## src/rtl/sinh_cosh_sink_pkg.sv

```systemverilog
// Shared fixed-point constants, FSM state encoding and small helpers for the
// sinh/cosh CORDIC result sink.
package sinh_cosh_sink_pkg;

    localparam int DATA_W = 16;
    localparam int FRAC_W = 13;

    // Q1.2.13 constants
    localparam logic signed [DATA_W-1:0] ONE    = 16'sd8192;
    localparam logic signed [DATA_W-1:0] PI_POS = 16'sd25736;
    localparam logic signed [DATA_W-1:0] PI_NEG = -16'sd25736;

    typedef enum logic [2:0] {
        IDLE,
        ARMED,
        CAPTURE,
        DRAIN,
        DONE
    } sink_state_t;

    function automatic logic [15:0] sat_inc16(input logic [15:0] v);
        return (v == 16'hFFFF) ? v : v + 16'd1;
    endfunction

endpackage

```

## src/rtl/sinh_cosh_sink_sync_fifo_fwft.sv

```systemverilog
// Synchronous first-word-fall-through FIFO; the head is visible on rd_data
// whenever empty is low, and reads zero while empty.
module sync_fifo_fwft #(
    parameter int WIDTH = 32,
    parameter int DEPTH = 16,
    localparam int AW   = $clog2(DEPTH)
) (
    input  logic             clk,
    input  logic             reset_n,
    input  logic             wr_en,
    input  logic [WIDTH-1:0] wr_data,
    input  logic             rd_en,
    output logic [WIDTH-1:0] rd_data,
    output logic [AW:0]      count,
    output logic             full,
    output logic             empty
);

    logic [WIDTH-1:0] mem [DEPTH];
    logic [AW-1:0]    wr_ptr;
    logic [AW-1:0]    rd_ptr;
    logic             do_wr;
    logic             do_rd;

    assign empty = (count == '0);
    assign full  = (count == (AW+1)'(DEPTH));

    // A read in the same cycle frees the slot a write into a full FIFO needs
    assign do_rd = rd_en && !empty;
    assign do_wr = wr_en && (!full || do_rd);

    always_ff @(posedge clk) begin
        if (!reset_n) begin
            wr_ptr <= '0;
            rd_ptr <= '0;
            count  <= '0;
        end else begin
            if (do_wr) wr_ptr <= wr_ptr + 1'b1;
            if (do_rd) rd_ptr <= rd_ptr + 1'b1;
            case ({do_wr, do_rd})
                2'b10:   count <= count + 1'b1;
                2'b01:   count <= count - 1'b1;
                default: count <= count;
            endcase
        end
    end

    always_ff @(posedge clk) begin
        if (do_wr) mem[wr_ptr] <= wr_data;
    end

    assign rd_data = empty ? '0 : mem[rd_ptr];

endmodule

```

## src/rtl/sinh_cosh_sink.sv

```systemverilog
// Burst capture of CORDIC sinh/cosh results into a FIFO, with a 3-stage
// cosh^2 - sinh^2 = 1 identity checker and saturating statistics.
module sinh_cosh_sink #(
    parameter int DATA_W = sinh_cosh_sink_pkg::DATA_W,
    parameter int FRAC_W = sinh_cosh_sink_pkg::FRAC_W,
    parameter int DEPTH  = 16,
    parameter int TOL    = 131072,
    localparam int CW    = $clog2(DEPTH) + 1
) (
    input  logic              clk,
    input  logic              reset_n,
    input  logic              start,
    input  logic [15:0]       burst_len,
    input  logic [DATA_W-1:0] cosh,
    input  logic [DATA_W-1:0] sinh,
    input  logic              sinh_cosh_tvalid,
    input  logic              rd_en,
    output logic [DATA_W-1:0] rd_cosh,
    output logic [DATA_W-1:0] rd_sinh,
    output logic              rd_valid,
    output logic [CW-1:0]     fifo_count,
    output logic              busy,
    output logic              done,
    output logic [15:0]       sample_count,
    output logic [15:0]       err_count,
    output logic [15:0]       drop_count,
    output logic              overflow
);

    import sinh_cosh_sink_pkg::*;

    localparam int PW = 2 * DATA_W;
    localparam logic signed [PW:0] ONE_SQ = (PW+1)'(1) << (2 * FRAC_W);
    localparam logic signed [PW:0] TOL_W  = (PW+1)'(TOL);

    sink_state_t state;
    sink_state_t state_nxt;

    logic [15:0]    len_q;
    logic [15:0]    sample_nxt;
    logic           accept;
    logic           drop;
    logic           fifo_full;
    logic           fifo_empty;
    logic [PW-1:0]  head;

    logic signed [DATA_W-1:0] s1_cosh;
    logic signed [DATA_W-1:0] s1_sinh;
    logic                     s1_v;
    logic signed [PW-1:0]     s2_c2;
    logic signed [PW-1:0]     s2_s2;
    logic                     s2_v;
    logic signed [PW:0]       d;
    logic signed [PW:0]       d_abs;
    logic                     bad;

    assign accept     = sinh_cosh_tvalid && ((state == ARMED) || (state == CAPTURE));
    assign drop       = accept && fifo_full && !rd_en;
    assign sample_nxt = sat_inc16(sample_count);

    sync_fifo_fwft #(
        .WIDTH (PW),
        .DEPTH (DEPTH)
    ) u_fifo (
        .clk     (clk),
        .reset_n (reset_n),
        .wr_en   (accept),
        .wr_data ({cosh, sinh}),
        .rd_en   (rd_en),
        .rd_data (head),
        .count   (fifo_count),
        .full    (fifo_full),
        .empty   (fifo_empty)
    );

    assign rd_cosh  = head[PW-1:DATA_W];
    assign rd_sinh  = head[DATA_W-1:0];
    assign rd_valid = !fifo_empty;

    always_ff @(posedge clk) begin
        if (!reset_n) state <= IDLE;
        else          state <= state_nxt;
    end

    always_comb begin
        state_nxt = state;
        busy      = 1'b0;
        done      = 1'b0;
        case (state)
            IDLE: begin
                if (start) state_nxt = (burst_len == 16'd0) ? DONE : ARMED;
            end
            ARMED: begin
                busy = 1'b1;
                if (sinh_cosh_tvalid) state_nxt = (len_q == 16'd1) ? DRAIN : CAPTURE;
            end
            CAPTURE: begin
                busy = 1'b1;
                if (sinh_cosh_tvalid && (sample_nxt == len_q)) state_nxt = DRAIN;
            end
            DRAIN: begin
                if (!s1_v && !s2_v) state_nxt = DONE;
            end
            DONE: begin
                done      = 1'b1;
                state_nxt = IDLE;
            end
            default: state_nxt = IDLE;
        endcase
    end

    always_ff @(posedge clk) begin
        if (!reset_n) begin
            s1_v    <= 1'b0;
            s1_cosh <= '0;
            s1_sinh <= '0;
            s2_v    <= 1'b0;
            s2_c2   <= '0;
            s2_s2   <= '0;
        end else begin
            s1_v <= accept;
            if (accept) begin
                s1_cosh <= cosh;
                s1_sinh <= sinh;
            end
            s2_v <= s1_v;
            if (s1_v) begin
                s2_c2 <= PW'(s1_cosh) * PW'(s1_cosh);
                s2_s2 <= PW'(s1_sinh) * PW'(s1_sinh);
            end
        end
    end

    // One extra bit keeps c^2 - s^2 - 1 from wrapping at the extremes
    always_comb begin
        d     = (PW+1)'(s2_c2) - (PW+1)'(s2_s2) - ONE_SQ;
        d_abs = d[PW] ? -d : d;
        bad   = (d_abs > TOL_W);
    end

    always_ff @(posedge clk) begin
        if (!reset_n) begin
            len_q        <= '0;
            sample_count <= '0;
            err_count    <= '0;
            drop_count   <= '0;
            overflow     <= 1'b0;
        end else if ((state == IDLE) && start) begin
            len_q        <= burst_len;
            sample_count <= '0;
            err_count    <= '0;
            drop_count   <= '0;
            overflow     <= 1'b0;
        end else begin
            if (accept) sample_count <= sample_nxt;
            if (drop) begin
                drop_count <= sat_inc16(drop_count);
                overflow   <= 1'b1;
            end
            if (s2_v && bad) err_count <= sat_inc16(err_count);
        end
    end

endmodule

```

## config.mk

```make
export PLATFORM = sky130hd
export DESIGN_NAME = sinh_cosh_sink
export DESIGN_NICKNAME = d
export VERILOG_FILES = /design/src/rtl/sinh_cosh_sink_pkg.sv /design/src/rtl/sinh_cosh_sink_sync_fifo_fwft.sv /design/src/rtl/sinh_cosh_sink.sv
export SDC_FILE = /design/constraint.sdc
export NUM_CORES = 2
export LEC_CHECK = 0
export CAP_MARGIN = 20
export CORE_UTILIZATION = 45
export DETAILED_ROUTE_END_ITERATION = 16
export PLACE_DENSITY = 0.67
export SLEW_MARGIN = 20
export SYNTH_ARGS = -nofsm -noshare
export SYNTH_HDL_FRONTEND = slang
export SYNTH_SLANG_ARGS = --single-unit
```

## constraint.sdc

```tcl
create_clock -name clk -period 9.2 [get_ports clk]
set_input_delay 1.38 -clock clk [delete_from_list [all_inputs] [get_ports clk]]
set_output_delay 1.38 -clock clk [all_outputs]
set_load 0.05 [all_outputs]
```

# ---- After elaboration in Yosys (flattened, before gate mapping)
# Memories as Yosys holds them, arrays and structs flattened. A register that Yosys moved wholly into a read port is not among the register bits.
# Index checks and enable logic that the tools add are counted.
dict set report word_totals {
  inputBits 53
  mem_count 1
  mem_bits_rw 512
  register_bits 179
  wordCells 90
}
# name words word_bits rd rd_clocked_by_memory_dff write_ports line_no
set memory_table {}
lappend memory_table {u_fifo.mem 16 32 1 1 1 sinh_cosh_sink_sync_fifo_fwft.sv:19} ;# logic [WIDTH-1:0] mem [DEPTH];
dict set report op_classes {
  muxes 17
  order_cmp 1
  eq_ne 16
  add_sub_neg 10
  n_bitwise 3
  n_mul 2
  reduce_logical 25
}
# op count
set op_table {}
lappend op_table {{$mul 16x16->32} 2}
lappend op_table {{$add 16x1->16 const B} 3}
lappend op_table {{$eq 16x16->1 const B} 3}
lappend op_table {{$gt 33x19->1 const B} 1}
lappend op_table {{$mux 33} 1}
lappend op_table {{$neg 33->33} 1}
lappend op_table {{$sub 32x32->33} 1}
lappend op_table {{$sub 33x28->33 const B} 1}
lappend op_table {{$mux 32} 1}
lappend op_table {{$eq 16x1->1 const B} 1}
lappend op_table {{$eq 16x16->1} 1}
lappend op_table {{$logic_not 16->1} 1}
lappend op_table {{$mux 16} 1}
lappend op_table {{$mux 3} 5}
lappend op_table {{$pmux 3 s4} 1}
lappend op_table {{$pmux 5 s2} 1}
lappend op_table {{$logic_and 1x1->1} 9}
lappend op_table {{$add 4x1->4 const B} 2}
lappend op_table {{$mux 4} 2}
lappend op_table {{$eq 3x2->1 const B} 2}
lappend op_table {{$ne 2x2->1 const B} 3}
lappend op_table {{$add 5x1->5 const B} 1}
lappend op_table {{$eq 5x5->1 const B} 1}
lappend op_table {{$logic_not 1->1} 5}
lappend op_table {{15 further kinds} 24}

# ---- Longest topological paths before layout
dict set report depth {
  depth_word 7
  depth_mapped 29
}

# ---- Cells and area by module
# Synthesis repeated with hierarchy kept, for this count alone.
dict set report hier_totals {
  hier_cells 4111
  hier_area_um2 48594.1
}
# mod cells_each area_per_inst_um2 seq_area_each_um2 n_inst
set by_module_without_submodules {}
lappend by_module_without_submodules {sinh_cosh_sink 3203 28080.7 3283.1 1}
lappend by_module_without_submodules {sync_fifo_fwft 908 20513.4 15715.1 1}

# ---- Worst setup path before layout
# No wires, ideal clock.
dict set report synth_path {
  kind {flip-flop to flip-flop}
  start {register s1_cosh[9]}
  end {register s2_c2[31]}
  t_arrival_ns 6.786
  stages_incl_launch_ff 27
  n_path_buf 2
  path_slack_ns 2.292
  path_cell_list {dfxtp_1 clkbuf_1 clkbuf_1 nand2_1 fa_1 fa_1 inv_1 fa_1 inv_1 fa_1 inv_1 fa_1 fa_1 ha_1 a21oi_1 nand2_1 a31oi_1 o31ai_1 o41ai_1 o2111ai_1 a21o_1 a21oi_1 o21ai_0 a21oi_1 o21ai_0 and3_1 a311o_1}
}
dict set report synth_via {
  elab_chain_len 1
}
# element line_no
set synth_rtl {}
lappend synth_rtl {{start: declaration} sinh_cosh_sink.sv:47} ;# logic signed [DATA_W-1:0] s1_cosh;
lappend synth_rtl {{start signal: assignment} sinh_cosh_sink.sv:123} ;# s1_cosh <= cosh;
lappend synth_rtl {{$mul 16x16->32} sinh_cosh_sink.sv:128} ;# s2_c2 <= PW'(s1_cosh) * PW'(s1_cosh);
lappend synth_rtl {{end signal: assignment} sinh_cosh_sink.sv:128}
lappend synth_rtl {{end: declaration} sinh_cosh_sink.sv:50} ;# logic signed [PW-1:0] s2_c2;
# Every way passes these cells.
# A chain may end at the register's enable or synchronous reset.

# ---- Worst setup path after layout
dict set report layout_path {
  start {register s1_cosh[1]}
  end {register s2_c2[31]}
}
# Same word-level chain as after synthesis.

==> qor.yml <==
grt:
  grt_util_all_layers_pct: 20.5
  antenna_found_initial: 1
  grt_max_degree: 85
  grt_pass1_wl_um: 175000
  grt_pass1_vias: 31800
  grt-ovfl-total: 0
hold_path:
  min_delay_path_depth: 2
  worstHoldPathType: "reg -> reg"
finish:
  area_growth_pct: 11.2
  final_nets: 5037
  fillers: 9401
  fin_area_um2: 54100
  layout-drive-gt1-share_pct: 8.59
  n_antenna_cell: 0
detailed_routing:
  drt_first_pass_iters: 5
  viasPerCell: 5.36
  totalWireLength_um: 108000
  wire_per_inst_um: 18.9
  drt_iter0_markers: 2048
  via_count: 30700
  route.detailed.drc: 0
  drtAntennaViolNets: 0
yosys:
  synthArstFlopShare_pct: 0
  ys_ff_latch: 693
  synthCells: 4167
  syn_area_per_cell_um2: 11.7
  netlist.area_leader.share_pct: 31.6
  synthFlopType: "edfxtp_1"
  yosysWarnings: 0
  synth.distinct_cells: 96
  syn_nets: 4945
  synth_area_um2: 48700
  synth-seq-area-share_pct: 39.0
  yosysTopAreaCell: "edfxtp_1"
  synthTopCellsByArea: "edfxtp_1 (32%), fa_1 (20%), dfxtp_1 (7.4%)"
  synth_edf_count: 512
worst_setup_path:
  critPathArrivalTime_ns: 8.27
  crit_start: "s1_cosh[1]$_SDFFE_PN0P_"
  slowest_stage: "dfxtp_1"
  cpPeakStageDelay_ns: 0.75
  r2r-end: "s2_c2[31]$_SDFFE_PN0P_"
  critPathRequiredTime_ns: 9.71
  worstReg2RegStart: "s1_cosh[1]$_SDFFE_PN0P_"
  cpMostUsedCell: "fa_1"
  end_kind: "register"
  critPathKind: "reg -> reg"
  crit_end: "s2_c2[31]$_SDFFE_PN0P_"
  ff2ff_setup_slack_ns: 1.44
  r2r_cells: 25
  start_kind: "register"
  critPathMaxFanout: 20
die:
  io_pins: 142
  die_w_um: 331
  rows: 120
  core_um2: 107000
  start_util_pct: 45.4
  die_h_um: 331
  dieArea_um2: 109000
sta:
  timing.hold.ws_ns: 0.455
  hold_violations: 0
  setup_tns_ns: 0
  clock.fmax_mhz: 129
  fin_skew_ns: 0.0543
  rsz0062_at_grt: "no"
  slew_headroom_pct: 33.2
  slew_violations: 0
  setup_viol: 0
  layout_min_cycle_time_ns: 7.76
  worstMarginPinSlew_ns: 1.00
  post-route-period-util_pct: 84.4
run_status:
  status: "completed"
clocking:
  clk_pin_slew_worst_paths_ns: 0.06
  cts_made_buffers: 75
  clkSinkCount: 693
  cts_tree: "built"
  cts_resized: 0
  cts_post_setup_buffers_inserted: 0
  cts_root_buf: "clkbuf_16"
  clk_latency_ns: 0.68
  h-tree-depth: 3
  cts_buffer_depth: 3
  cts_hold_buffers: 0
placement:
  dpl.hpwl_um: 76500
  gp_congestion: 0.870
  postPlaceCellArea_um2: 51600
  port-buffer-count: 141
power_and_ir_drop:
  cellPowerDensity_nw_per_um2: 211
  switchingPower_mw: 4.31
  internal_power_mw: 7.10
  sw_frac_of_total_pct: 37.8
  pwr-share-seq_pct: 32.8
  power.share.clock_pct: 26.9
  leakagePower_nw: 21.7
  vdd_drop_max_mv: 0.166
  combPwrFrac_pct: 40.3
run:
  cap_violations: 0
## layout make-up
cell class / count / area, um2 / share of cell area (%)
Sequential cell: 693 / 19000 / 35.1
Multi-Input combinational cell: 2570 / 26400 / 48.7
Clock inverter: 35 / 478 / 0.883
Timing Repair Buffer: 174 / 1670 / 3.08
Tap cell: 1403 / 1760 / 3.24
Clock buffer: 103 / 2050 / 3.79
Inverter: 745 / 2800 / 5.17
## metrics by stage
step                      std cells  worst slack, ns  utilization [%]  total power [mW]
after floorplan                4167             2.29                -              7.14
after global placement         5585             1.70             48.1              8.35
after detailed placement       5585             1.49             48.1              8.41
after CTS                      5723             1.47             50.5              11.5
after global routing           5723            0.882             50.5              12.1
final                          5723             1.44             50.5              11.4
## placed cells by master (no fill, tap or decap), types with 37 or more instances in the layout
| master | n |
|---|---|
| mux4_2 | 160 |
| xnor2_1 | 104 |
| a21oi_1 | 101 |
| fa_1 | 480 |
| clkdlybuf4s50_1 | 140 |
| o21ai_0 | 65 |
| nor2_1 | 171 |
| edfxtp_1 | 512 |
| nand3_1 | 59 |
| nor2b_1 | 58 |
| inv_1 | 743 |
| dfxtp_1 | 176 |
| nand2_1 | 363 |
| ha_1 | 245 |
| a21boi_0 | 54 |
| a21o_1 | 37 |
| mux2i_1 | 58 |
| clkbuf_16 | 75 |
| and2_1 | 144 |
| nor3_1 | 45 |
## sequential cells by signal (all words and copies together) (netlist names), 3 cells and up, named ones only
name,cells
drop_count,16
err_count,16
len_q,16
s1_cosh,16
s1_sinh,16
s2_c2,31
s2_s2,31
sample_count,16
state,3
u_fifo.count,5
u_fifo.mem,512
u_fifo.rd_ptr,4
u_fifo.wr_ptr,4
## worst min path at each step
stage / startpoint / end / slack [ns]
2_1_floorplan: s2_c2[30]$_SDFFE_PN0P_ / s2_c2[30]$_SDFFE_PN0P_ / 0.43
3_3_place_gp: s2_c2[30]$_SDFFE_PN0P_ / s2_c2[30]$_SDFFE_PN0P_ / 0.44
3_5_place_dp: s2_s2[25]$_SDFFE_PN0P_ / s2_s2[25]$_SDFFE_PN0P_ / 0.45
4_1_cts: s2_s2[25]$_SDFFE_PN0P_ / s2_s2[25]$_SDFFE_PN0P_ / 0.46
5_1_grt: s2_c2[28]$_SDFFE_PN0P_ / s2_c2[28]$_SDFFE_PN0P_ / 0.49
6_report: s2_s2[25]$_SDFFE_PN0P_ / s2_s2[25]$_SDFFE_PN0P_ / 0.45
## per-layer routing
metal	share of wire, %	GRT usage [%]	routed length [um]	vias up
li1	-	-	-	14200
met1	43	27.5	46300	15500
met2	50	35.2	54300	781
met3	5.1	2.90	5500	146
met4	2.1	5.00	2280	2
met5	0.018	0	19	-
## power groups by stage
stage / Sequential, mW / Combinational, mW / Clock, mW
after floorplan: 3.65 / 3.49 / 0
after CTS: 3.74 / 4.63 / 3.13
after global routing: 3.77 / 5.07 / 3.24
after detailed placement: 3.81 / 4.60 / 0
final: 3.74 / 4.60 / 3.07
after global placement: 3.80 / 4.55 / 0
## cell usage after synthesis, drive strengths merged, types with 4 or more instances
| cell type | n |
|---|---|
| and3 | 25 |
| xor2 | 33 |
| o22ai | 5 |
| nor2b | 59 |
| and4 | 7 |
| nand3b | 11 |
| edfxtp | 512 |
| a211oi | 15 |
| nand4b | 4 |
| nand2 | 365 |
| ha | 245 |
| mux2i | 58 |
| mux4 | 160 |
| clkbuf | 128 |
| nand2b | 25 |
| o21bai | 13 |
| o2111ai | 7 |
| buf | 31 |
| o21ai | 72 |
| o21a | 18 |
| fa | 480 |
| a211o | 7 |
| mux2 | 6 |
| a31o | 4 |
| a31oi | 21 |
| nor3b | 12 |
| o31ai | 9 |
| and2 | 149 |
| a21oi | 103 |
| nor4 | 19 |
| o211a | 5 |
| or3 | 20 |
| or4 | 21 |
| nand3 | 59 |
| inv | 744 |
| a21boi | 55 |
| a21o | 37 |
| nor3 | 50 |
| o211ai | 10 |
| dfxtp | 181 |
| xnor2 | 104 |
| nand4 | 26 |
| nor4b | 8 |
| or2 | 13 |
| nor2 | 183 |
## kinds of logic after synthesis
group | Yosys count | synth area share (%)
adder cells (fa/ha/maj) | 725 | 26.0
buffers and inverters | 904 | 7.03
flip-flops | 693 | 39.0
other | 2 | 0.0154
XOR/XNOR | 137 | 2.47
AO/OA/AOI/OAI | 420 | 5.79
multiplexers | 224 | 8.73
AND/OR/NAND/NOR | 1062 | 10.9
## critical path: cells and delay by family (launching register included)
family,cells,cell delay [ns]
AND/OR/NAND/NOR,3,0.53
adder cells (fa/ha/maj),7,3.28
AO/OA/AOI/OAI,11,2.85
flip-flops,1,0.75
buffers and inverters,4,0.22
Power figures use the tool's default switching activity.
